$ cat src/rtl/crack_pkg.sv
// Shared types and helpers for the arc4 key-search controller and its plaintext scanner.
package crack_pkg;

    typedef enum logic [3:0] {
        ST_IDLE   = 4'd0,
        ST_START  = 4'd1,
        ST_A_BUSY = 4'd2,
        ST_A_DONE = 4'd3,
        ST_RD_LEN = 4'd4,
        ST_RD_CHR = 4'd5,
        ST_CHK    = 4'd6,
        ST_NEXT   = 4'd7
    } state_t;

    localparam logic [7:0] PRINT_MIN = 8'h20;
    localparam logic [7:0] PRINT_MAX = 8'h7E;

    function automatic logic is_printable(input logic [7:0] b);
        return (b >= PRINT_MIN) && (b <= PRINT_MAX);
    endfunction

endpackage

$ cat src/rtl/pt_scan.sv
// Plaintext scanner: reads pt[0] as length, then streams pt[1..len] one byte per cycle
// and reports done+pass (pass = every byte printable, vacuously true for len=0).
module pt_scan
    import crack_pkg::*;
(
    input  logic       clk,
    input  logic       rst_n,
    input  logic       start_i,
    input  logic [7:0] pt_rddata_i,
    output logic [7:0] pt_addr_o,
    output logic       done_o,
    output logic       pass_o
);

    localparam logic [1:0] SC_IDLE  = 2'd0;
    localparam logic [1:0] SC_ADDR0 = 2'd1;
    localparam logic [1:0] SC_LEN   = 2'd2;
    localparam logic [1:0] SC_CHR   = 2'd3;

    logic [1:0] state_q, state_d;
    logic [7:0] addr_q, addr_d;
    logic [7:0] len_q, len_d;
    logic [8:0] idx_q, idx_d;
    logic       done_q, done_d;
    logic       pass_q, pass_d;
    logic [8:0] idx_plus2;

    assign idx_plus2 = idx_q + 9'd2;

    always_comb begin
        state_d = state_q;
        addr_d  = addr_q;
        len_d   = len_q;
        idx_d   = idx_q;
        done_d  = 1'b0;
        pass_d  = pass_q;
        case (state_q)
            SC_IDLE: begin
                if (start_i) begin
                    addr_d  = 8'd0;
                    pass_d  = 1'b0;
                    state_d = SC_ADDR0;
                end
            end
            SC_ADDR0: begin
                // Address 1 is fetched speculatively while the length is still in flight.
                addr_d  = 8'd1;
                state_d = SC_LEN;
            end
            SC_LEN: begin
                len_d = pt_rddata_i;
                idx_d = 9'd1;
                if (pt_rddata_i == 8'd0) begin
                    done_d  = 1'b1;
                    pass_d  = 1'b1;
                    state_d = SC_IDLE;
                end else begin
                    if (pt_rddata_i >= 8'd2) begin
                        addr_d = 8'd2;
                    end
                    state_d = SC_CHR;
                end
            end
            SC_CHR: begin
                // Data on pt_rddata_i is pt[idx_q]; addr_q already points at idx_q+1.
                if (!is_printable(pt_rddata_i)) begin
                    done_d  = 1'b1;
                    pass_d  = 1'b0;
                    state_d = SC_IDLE;
                end else if (idx_q == {1'b0, len_q}) begin
                    done_d  = 1'b1;
                    pass_d  = 1'b1;
                    state_d = SC_IDLE;
                end else begin
                    idx_d = idx_q + 9'd1;
                    if (idx_plus2 <= {1'b0, len_q}) begin
                        addr_d = idx_plus2[7:0];
                    end
                end
            end
            default: state_d = SC_IDLE;
        endcase
    end

    always_ff @(posedge clk or negedge rst_n) begin
        if (!rst_n) begin
            state_q <= SC_IDLE;
            addr_q  <= 8'd0;
            len_q   <= 8'd0;
            idx_q   <= 9'd0;
            done_q  <= 1'b0;
            pass_q  <= 1'b0;
        end else begin
            state_q <= state_d;
            addr_q  <= addr_d;
            len_q   <= len_d;
            idx_q   <= idx_d;
            done_q  <= done_d;
            pass_q  <= pass_d;
        end
    end

    assign pt_addr_o = addr_q;
    assign done_o    = done_q;
    assign pass_o    = pass_q;

endmodule

$ cat src/rtl/arc4_crack.sv
// Brute-force key search: drives one arc4 core per candidate key and stops on the first
// key whose plaintext is fully printable, or when the key space is exhausted.
module arc4_crack
    import crack_pkg::*;
#(
    parameter logic [23:0] KEY_START = 24'h000000,
    parameter logic [23:0] KEY_STEP  = 24'h000001,
    parameter logic [23:0] KEY_MAX   = 24'hFFFFFF
) (
    input  logic        clk,
    input  logic        rst_n,
    input  logic        en,
    output logic        rdy,
    output logic        key_valid,
    output logic [23:0] key_out,
    output logic        arc4_en,
    input  logic        arc4_rdy,
    output logic [23:0] arc4_key,
    output logic [7:0]  pt_addr,
    input  logic [7:0]  pt_rddata
);

    state_t      state_q, state_d;
    logic [23:0] cand_q, cand_d;
    logic [23:0] key_out_q, key_out_d;
    logic        key_valid_q, key_valid_d;
    logic        arc4_en_q, arc4_en_d;
    logic [24:0] sum;
    logic        scan_start, scan_done, scan_pass;

    // Carry bit catches wrap past 24'hFFFFFF.
    assign sum        = {1'b0, cand_q} + {1'b0, KEY_STEP};
    assign scan_start = (state_q == ST_RD_LEN);

    pt_scan u_scan (
        .clk         (clk),
        .rst_n       (rst_n),
        .start_i     (scan_start),
        .pt_rddata_i (pt_rddata),
        .pt_addr_o   (pt_addr),
        .done_o      (scan_done),
        .pass_o      (scan_pass)
    );

    always_comb begin
        state_d     = state_q;
        cand_d      = cand_q;
        key_out_d   = key_out_q;
        key_valid_d = key_valid_q;
        arc4_en_d   = 1'b0;
        case (state_q)
            ST_IDLE: begin
                if (en) begin
                    key_valid_d = 1'b0;
                    cand_d      = KEY_START;
                    state_d     = ST_START;
                end
            end
            ST_START: begin
                if (arc4_rdy) begin
                    arc4_en_d = 1'b1;
                    state_d   = ST_A_BUSY;
                end
            end
            ST_A_BUSY: if (!arc4_rdy) state_d = ST_A_DONE;
            ST_A_DONE: if (arc4_rdy)  state_d = ST_RD_LEN;
            ST_RD_LEN: state_d = ST_RD_CHR;
            ST_RD_CHR: if (scan_done) state_d = ST_CHK;
            ST_CHK: begin
                if (scan_pass) begin
                    key_out_d   = cand_q;
                    key_valid_d = 1'b1;
                    state_d     = ST_IDLE;
                end else begin
                    state_d = ST_NEXT;
                end
            end
            ST_NEXT: begin
                if (sum[24] || (sum > {1'b0, KEY_MAX})) begin
                    key_valid_d = 1'b0;
                    state_d     = ST_IDLE;
                end else begin
                    cand_d  = sum[23:0];
                    state_d = ST_START;
                end
            end
            default: state_d = ST_IDLE;
        endcase
    end

    always_ff @(posedge clk or negedge rst_n) begin
        if (!rst_n) begin
            state_q     <= ST_IDLE;
            cand_q      <= KEY_START;
            key_out_q   <= 24'd0;
            key_valid_q <= 1'b0;
            arc4_en_q   <= 1'b0;
        end else begin
            state_q     <= state_d;
            cand_q      <= cand_d;
            key_out_q   <= key_out_d;
            key_valid_q <= key_valid_d;
            arc4_en_q   <= arc4_en_d;
        end
    end

    assign rdy       = (state_q == ST_IDLE);
    assign key_valid = key_valid_q;
    assign key_out   = key_out_q;
    assign arc4_en   = arc4_en_q;
    assign arc4_key  = cand_q;

endmodule

$ cat config.mk
export PLATFORM = sky130hd
export DESIGN_NAME = arc4_crack
export DESIGN_NICKNAME = d
export VERILOG_FILES = /design/src/rtl/crack_pkg.sv /design/src/rtl/pt_scan.sv /design/src/rtl/arc4_crack.sv
export SDC_FILE = /design/constraint.sdc
export NUM_CORES = 1
export LEC_CHECK = 0
export CELL_PAD_IN_SITES_DETAIL_PLACEMENT = 0
export CELL_PAD_IN_SITES_GLOBAL_PLACEMENT = 1
export CORE_MARGIN = 5
export CORE_UTILIZATION = 44
export CTS_CLUSTER_SIZE = 12
export DETAILED_ROUTE_END_ITERATION = 8
export DONT_BUFFER_PORTS = 1
export PLACE_DENSITY = 0.72
export SLEW_MARGIN = 5
export SYNTH_ARGS = -nofsm -noshare
export SYNTH_HDL_FRONTEND = slang
export SYNTH_SLANG_ARGS = --single-unit
$ cat constraint.sdc
create_clock -name clk -period 2.9 [get_ports clk]
set_clock_uncertainty 0.2 [all_clocks]
set_input_delay 0.435 -clock clk [delete_from_list [all_inputs] [get_ports clk]]
set_output_delay 0.435 -clock clk [all_outputs]
set_load 0.02 [all_outputs]
Word level (Yosys, flattened, before mapping)

Cells that the tools add are included.

Register bits after elaboration: 83
Input bits: 12
Logic and storage cells: 104

Add/sub/neg operators: 3
Order comparisons: 5
Eq/ne operators: 27
Muxes and demuxes: 41
Reductions and logical operators: 17

Operators with widths:

| kind                  | count |
|---|---|
| $mux 24               | 2 |
| $mux 8                | 6 |
| $pmux 24 s2           | 1 |
| $pmux 4 s8            | 1 |
| $pmux 8 s4            | 1 |
| $add 24x1->25 const B | 1 |
| $gt 25x24->1 const B  | 1 |
| $mux 4                | 5 |
| $mux 9                | 2 |
| $ne 2x2->1 const B    | 9 |
| $pmux 9 s2            | 1 |
| $eq 4x3->1 const B    | 4 |
| $mux 1                | 13 |
| $ne 2x1->1 const B    | 6 |
| $add 9x1->9 const B   | 1 |
| $add 9x2->9 const B   | 1 |
| $eq 9x8->1            | 1 |
| $le 9x8->1            | 1 |
| $eq 4x2->1 const B    | 2 |
| $ge 8x2->1 const B    | 1 |
| $ge 8x6->1 const B    | 1 |
| $le 8x7->1 const B    | 1 |
| $logic_not 8->1       | 1 |
| $mux 2                | 4 |
| other kinds (19)      | 26 |

Logic depth before layout (Yosys ltp)

Gate-level depths: netlist of run 1.

Depth after elaboration: 6
Depth in mapped cells: 11
Mapped depth without buffers: 11

Cells and area by module

Synthesis of run 1 repeated with hierarchy kept, for this count alone.

Cell total of the unflattened synthesis: 490
Area, all modules: 4829.6 um2

By module, submodules not included:

| module     | instances | cells each | area an instance (um2) |
|---|---|---|---|
| arc4_crack | 1         | 289        | 2894.0 |
| pt_scan    | 1         | 201        | 1935.6 |

Worst setup path before layout of run 1

Ideal clock, no wire load.

Kind: register to register
Start point: reg u_scan.idx_q[2]
End point: reg u_scan.addr_q[0], in the netlist u_scan.pt_addr_o[0]
Library setup time: 0.125 ns
Data arrival time: 2.839 ns
Data required time: 2.575 ns
Setup slack: -0.264 ns
Stages on the path, launching flop included: 12
Buffers on the path: 0
Clock period less this slack: 3.164 ns
Cell sequence: dfrtp_1 > ha_1 > and3_1 > and3_1 > xor2_1 > ha_1 > nand4_1 > o21ai_0 > nor2_1 > a2111oi_2 > nand3b_1 > mux2_2

Word-level cells in the longest chain between the ends: 4
Elaborated cells on any way between the ends: 6

RTL lines:

| what                                | RTL line      | text |
|---|---|---|
| start: declaration                  | pt_scan.sv:23 | `logic [8:0] idx_q, idx_d;` |
| start signal: assignment            | pt_scan.sv:97 | `idx_q <= idx_d;` |
| $add 9x2->9                         | pt_scan.sv:28 | `assign idx_plus2 = idx_q + 9'd2;` |
| $le 9x8->1                          | pt_scan.sv:76 | `if (idx_plus2 <= {1'b0, len_q}) begin` |
| $ne 2x1->1 (no source line)         | --            |  |
| $reduce_and 6->1 (no source line) * | --            |  |
| end signal: assignment              | pt_scan.sv:95 | `addr_q <= addr_d;` |
| end: declaration                    | pt_scan.sv:21 | `logic [7:0] addr_q, addr_d;` |

Every way passes the cells marked *; elsewhere a longest branch is shown, timed or not.
A chain may end at the register's enable or synchronous reset.

Worst setup path after layout of run 1

Start point: reg u_scan.idx_q[1]
End point: reg u_scan.addr_q[0], in the netlist u_scan.pt_addr_o[0]

The elaborated chain is that of the path after synthesis.

==> results of run 1 <==
==> what timing repair did <==
| item | 4_1_cts | 5_1_grt |
|---|---|---|
| pin swaps | 4 | 1 |
| setup endpoints to repair | 6 | 8 |
| resized for setup | 1 | 2 |
| buffers inserted | 3 | 1 |
| hold buffers | 6 | 0 |
| endpoints found under the hold margin | 86 | 0 |
==> cells by family (layout without fill, tap and decap cells) <==
group           after synthesis  in the layout  share of synthesized area, %
buf+inv                      53             92                         4.605
compound gates              107            107                         15.41
xor+xnor                     23             23                         4.285
mux                          32             32                         7.533
simple gates                172            172                         20.52
flops                        82             82                         43.65
fa+ha+maj                    15             15                         3.993
==> placed cells by master, fill, tap and decap left out, types with 21 or more instances in the layout <==
cell	synthesis	routed
dfrtp_1	82	82
buf_4	0	48
and3_1	27	25
nand3_1	31	31
a31oi_1	21	21
o21ai_0	26	25
nor2_1	22	22
nand2_1	33	33
o31ai_1	22	22
mux2_2	27	26
==> worst max-delay path by stage <==
| stage | start | end | slack (ns) |
|---|---|---|---|
| global placement | u_scan.idx_q[2] | u_scan.pt_addr_o[0] | -0.08 |
| finish | u_scan.idx_q[1] | u_scan.pt_addr_o[0] | -0.03 |
| floorplan | u_scan.idx_q[2] | u_scan.pt_addr_o[0] | -0.23 |
| detailed placement | u_scan.idx_q[2] | u_scan.pt_addr_o[0] | -0.13 |
| global route | u_scan.idx_q[2] | u_scan.pt_addr_o[0] | -0.15 |
| CTS | u_scan.idx_q[2] | u_scan.pt_addr_o[0] | -0.03 |
==> per-stage QoR <==
step	instance area, sq um	hold WS [ns]	std cells	TNS [ns]	utilization, %
after floorplan	4717	-0.06059	484	-0.8845	-
after global placement	5091	-0.05829	633	-0.4191	49.10
after detailed placement	5091	-0.05790	633	-0.7023	49.10
after CTS	5371	0.003379	658	-0.1159	51.80
after global routing	5386	0.007358	659	-0.9737	51.94
final	5386	0.01026	659	-0.03452	51.94
==> area by class of cell <==
type,instances,area (sq um)
clock inverter,4,27.53
inverter,20,75.07
fill,984,4984
tap,136,170.2
clock buffer,12,145.1
timing repair buffer,56,460.4
sequential,82,2052
multi-input combinational,349,2456
==> worst register-to-register path, cell delays in order (launching register included) <==
cell and delay, ns:
dfrtp_1 0.39, ha_2 0.19, and3_4 0.17, and3_4 0.19
xor2_2 0.15, ha_1 0.30, nand4_1 0.07, o21ai_1 0.16
nor2_1 0.07, a2111oi_2 0.34, nand3b_1 0.15, buf_6 0.16
mux2_4 0.28
==> sequential cells by signal, indices dropped and copies added (netlist names) <==
signal            cells
u_scan.state_q        2
arc4_key             24
key_valid             1
state_q               3
u_scan.pt_addr_o      8
u_scan.idx_q          9
arc4_en               1
u_scan.len_q          8
key_out              24
u_scan.pass_o         1
u_scan.done_o         1
==> where the power goes <==
part           internal (mW)  total, mW  switching, mW  leakage (nW)
logic                  0.674       1.42          0.744          1.30
clock network          0.334      0.779          0.445        0.0786
registers               1.44       1.92          0.481          1.10
total                   2.45       4.12           1.67          2.48
==> routing by layer <==
layer / global-route usage, % / part of all wire [%]
met1: 21.87 / 41
met2: 34.48 / 52
met3: 4.439 / 5.9
met4: 6.651 / 1.6
met5: 0 / 0
==> reports/results.tsv, run 1 <==
metric	value	unit
synth_largest_area_cell	dfrtp_1	
critical_path_depth	12	
setup.worst_path.end_class	register	
netlist_instances	484	
numPortBuffers	0	
critical_path_arrival	2.97	ns
clock_latency	0.36	ns
setup_slack	-0.02556	ns
numCtsBuffers	9	
die_area	12850	sq um
area_growth_syn_to_layout	14.59	%
leakage	2.484	nW
r2r_cells	12	
hold_path_end	u_scan.len_q[1]	
synth_edf_count	0	
hpwl	8.619	mm
cpPeakStageDelay	0.39	ns
fin_nets	545	
fmax	341.8	MHz
grtUsageTotal	19.02	%
die_w	113.4	um
netlist_area	4701	sq um
cts_buffer_depth	2	
cts_root_buffer	clkbuf_8	
reg2reg_from	u_scan.idx_q[1]	
violations	negative setup slack	
ys_top_cells_by_count	dfrtp_1, nand2_1, nand3_1	
antenna_found_initial	0	
drive_above_1_share	20.84	%
timing.slew.headroom	55.07	%
crit_buf_inv	1	
pre_cts_slack	-0.1320	ns
start_util	45.33	%
ys_types	53	
ys.flop_type	dfrtp_1	
n_antenna_cell	0	
avgViaCountPerCell	5.885	
outcome	finished, violations left	
dieHeight	113.4	um
drt_iter0_drc	184	
period_minus_slack	2.926	ns
hp-class	in -> reg	
wl_per_cell	18.09	um
setup_viol_count_final	2	
ant_nets	0	
crit_family	simple AND/OR/NAND/NOR gates	
rsz0062_at_grt	true	
synth_fp_nets	511	
grt_pass1_vias	3912	
drv_cap	0	
grt_pass1_wl	19.72	mm
drc	0	
crit_top_cell	and3_4	
synth.avg_cell_area	9.712	sq um
cp_slowest_cell	dfrtp_1	
path_cells	ha_2 > and3_4 > and3_4 > xor2_2 > ha_1 > nand4_1 > o21ai_1 > nor2_1 > a2111oi_2 > nand3b_1 > buf_6 > mux2_4	
hold_violations	0	
rows	37	
yosysMostFrequentCell	dfrtp_1	
power.total	4.121	mW
core_area	10370	sq um
cts.clk_slew.worst_paths	0.09	ns
regToRegSetupSlack	-0.03	ns
cts_max_level	3	
worstMarginPinSlew	0.6725	ns
gp_congestion	0.8888	
r2r-end	u_scan.pt_addr_o[0]	
yosysTopAreaCellShare	43.65	%
gr-total-overflow	0	
design.portCount	71	
critPathMaxFanout	5	
power.density	765.1	nW/um^2
seq_area_frac_synth	43.65	%
tritoncts	yes	
required	2.95	ns
drt-total-wl	11.92	mm
worstHoldStart	pt_rddata[1]	
slew_violations	0	
hold-path-cell-count	2	
synth.area.top_cells	dfrtp_1, mux2_2, ha_1	
cts_sinks	82	
period_share	100.9	%
startpoint_type	register	
ir_drop	484.7	uV
ys_ff_latch	82	
yosys_warnings	0	
via_count	3878	
drtPass1Iterations	4	
path_class	reg -> reg	
async_flop_share	100.0	%
grt_max_degree	83	
Note: power is estimated with default switching activity, not from simulation.
==> run 2, diff against run 1 <==
CELL_PAD_IN_SITES_DETAIL_PLACEMENT = not set   (was 0)
CELL_PAD_IN_SITES_GLOBAL_PLACEMENT = not set   (was 1)
CORE_UTILIZATION = 55   (was 44)
PLACE_DENSITY = 0.7   (was 0.72)
==> reports/results.tsv, run 2 (synthesized netlist as in run 1, its figures left out) <==
metric	value	unit
critical_path_arrival	2.94	ns
hold_violations	0	
ir_drop	500.5	uV
fin_nets	545	
reg2reg_from	u_scan.idx_q[1]	
dpl-instance-area	5030	sq um
critPathMaxFanout	5	
hpwl	8.258	mm
final_cell_mix	dfrtp_1, buf_4, nand2_1	
numCtsBuffers	9	
regToRegSetupSlack	0.009	ns
cts_sinks	82	
power.total	4.187	mW
period_minus_slack	2.891	ns
grt_max_degree	83	
fin_area	5393	sq um
numPortBuffers	0	
drive_above_1_share	21.26	%
fmax	345.9	MHz
grtUsageTotal	23.33	%
drc	0	
r2r_cells	12	
design.portCount	71	
tritoncts	yes	
drv_cap	0	
grt_pass1_wl	19.14	mm
cpPeakStageDelay	0.39	ns
cts_root_buffer	clkbuf_8	
dp_cells	599	
crit_top_cell	and3_4	
avgViaCountPerCell	6.070	
rows	33	
antenna_found_initial	0	
setup.worst_path.end_class	register	
outcome	completed	
core_area	8258	sq um
gr-total-overflow	0	
cp_slowest_cell	dfrtp_1	
hold-path-cell-count	2	
ant_nets	0	
cts.clk_slew.worst_paths	0.08	ns
drt_iter0_drc	173	
n_antenna_cell	0	
startpoint_type	register	
start_util	56.92	%
required	2.95	ns
timing.slew.headroom	51.23	%
path_cells	ha_2 > and3_4 > and3_4 > xor2_2 > ha_1 > nand4_1 > o21ai_2 > nor2_2 > a2111oi_4 > nand3b_1 > buf_6 > mux2_4	
via_count	3806	
die_area	10500	sq um
wl_per_cell	18.37	um
leakage	2.496	nW
layout.cells.non_filler	627	
cts_max_level	3	
die_w	102.5	um
grt_pass1_vias	3868	
slew_violations	0	
power.density	776.4	nW/um^2
worstHoldStart	pt_rddata[7]	
area_growth_syn_to_layout	14.72	%
path_class	reg -> reg	
drt-total-wl	11.52	mm
hp-class	in -> reg	
setup_viol_count_final	0	
worstMarginPinSlew	0.7300	ns
period_share	99.70	%
hold_path_end	u_scan.len_q[7]	
gp_congestion	0.9167	
clock_latency	0.36	ns
dieHeight	102.5	um
r2r-end	u_scan.pt_addr_o[0]	
cts_buffer_depth	2	
rsz0062_at_grt	true	
final_common_cell	dfrtp_1	
drtPass1Iterations	4	
nFillCells	693	
==> run 2: cell types whose count changed in the layout (fill, tap and decap cells not counted), sizes merged <==
cell	change
buf	-2
bufinv	+1
clkbuf	-2
dlygate4sd3	+2
clkinvlp	-2
clkinv	+2
==> run 2: layer usage <==
layer	up-vias	global-route usage (%)	share of wire, %
met3	16	5.802	4.9
li1	1848	-	-
met2	92	42.15	54
met4	0	5.954	1.6
met5	-	0	0
met1	1850	27.63	40
==> run 2: stage by stage <==
step	worst slack (ns)	TNS [ns]	util [%]	hold slack, ns
2_1_floorplan	-0.2317	-0.8845	-	-0.06059
3_3_place_gp	-0.05132	-0.2184	60.91	-0.05837
3_5_place_dp	-0.1373	-0.8144	60.91	-0.05841
4_1_cts	-0.003608	-0.003608	65.00	0.006988
5_1_grt	-0.1050	-0.6285	65.30	0.01387
6_report	0.008794	0	65.30	0.01493
==> run 2: repair_timing <==
action | CTS | global route
buffers inserted | 5 | 0
endpoints found under the hold margin | 88 | 0
pin swaps | 7 | 2
hold buffers | 8 | 0
resized for setup | 4 | 5
endpoints found under the setup margin | 7 | 8
==> run 2: worst max path at each step <==
stage | depth (start not counted) | start | end
3_3_place_gp | 11 | u_scan.idx_q[2] | u_scan.pt_addr_o[0]
2_1_floorplan | 11 | u_scan.idx_q[2] | u_scan.pt_addr_o[0]
6_report | 12 | u_scan.idx_q[1] | u_scan.pt_addr_o[0]
5_1_grt | 12 | u_scan.idx_q[1] | u_scan.pt_addr_o[0]
4_1_cts | 12 | u_scan.idx_q[1] | u_scan.pt_addr_o[0]
3_5_place_dp | 11 | u_scan.idx_q[2] | u_scan.pt_addr_o[0]
==> run 2: power breakdown <==
part           switching (mW)  internal [mW]
logic                   0.776          0.681
registers               0.475           1.44
clock network           0.419          0.392
total                    1.67           2.52
==> run 2: layout make-up <==
type | count | area, sq um | area share (%)
clock buffer | 10 | 127.6 | 2.367
clock inverter | 5 | 56.30 | 1.044
inverter | 20 | 75.07 | 1.392
multi-input combinational | 349 | 2485 | 46.08
sequential | 82 | 2052 | 38.05
tap | 105 | 131.4 | 2.436
timing repair buffer | 56 | 465.4 | 8.631
==> run 2: critical path, delay by kind of cell (launching register included) <==
family / cells / cell delay (ns)
buffers and inverters: 1 / 0.15
AND/OR/NAND/NOR: 5 / 0.63
adder cells (fa/ha/maj): 2 / 0.50
XOR/XNOR: 1 / 0.15
multiplexers: 1 / 0.29
AO/OA/AOI/OAI: 2 / 0.46
flip-flops: 1 / 0.39
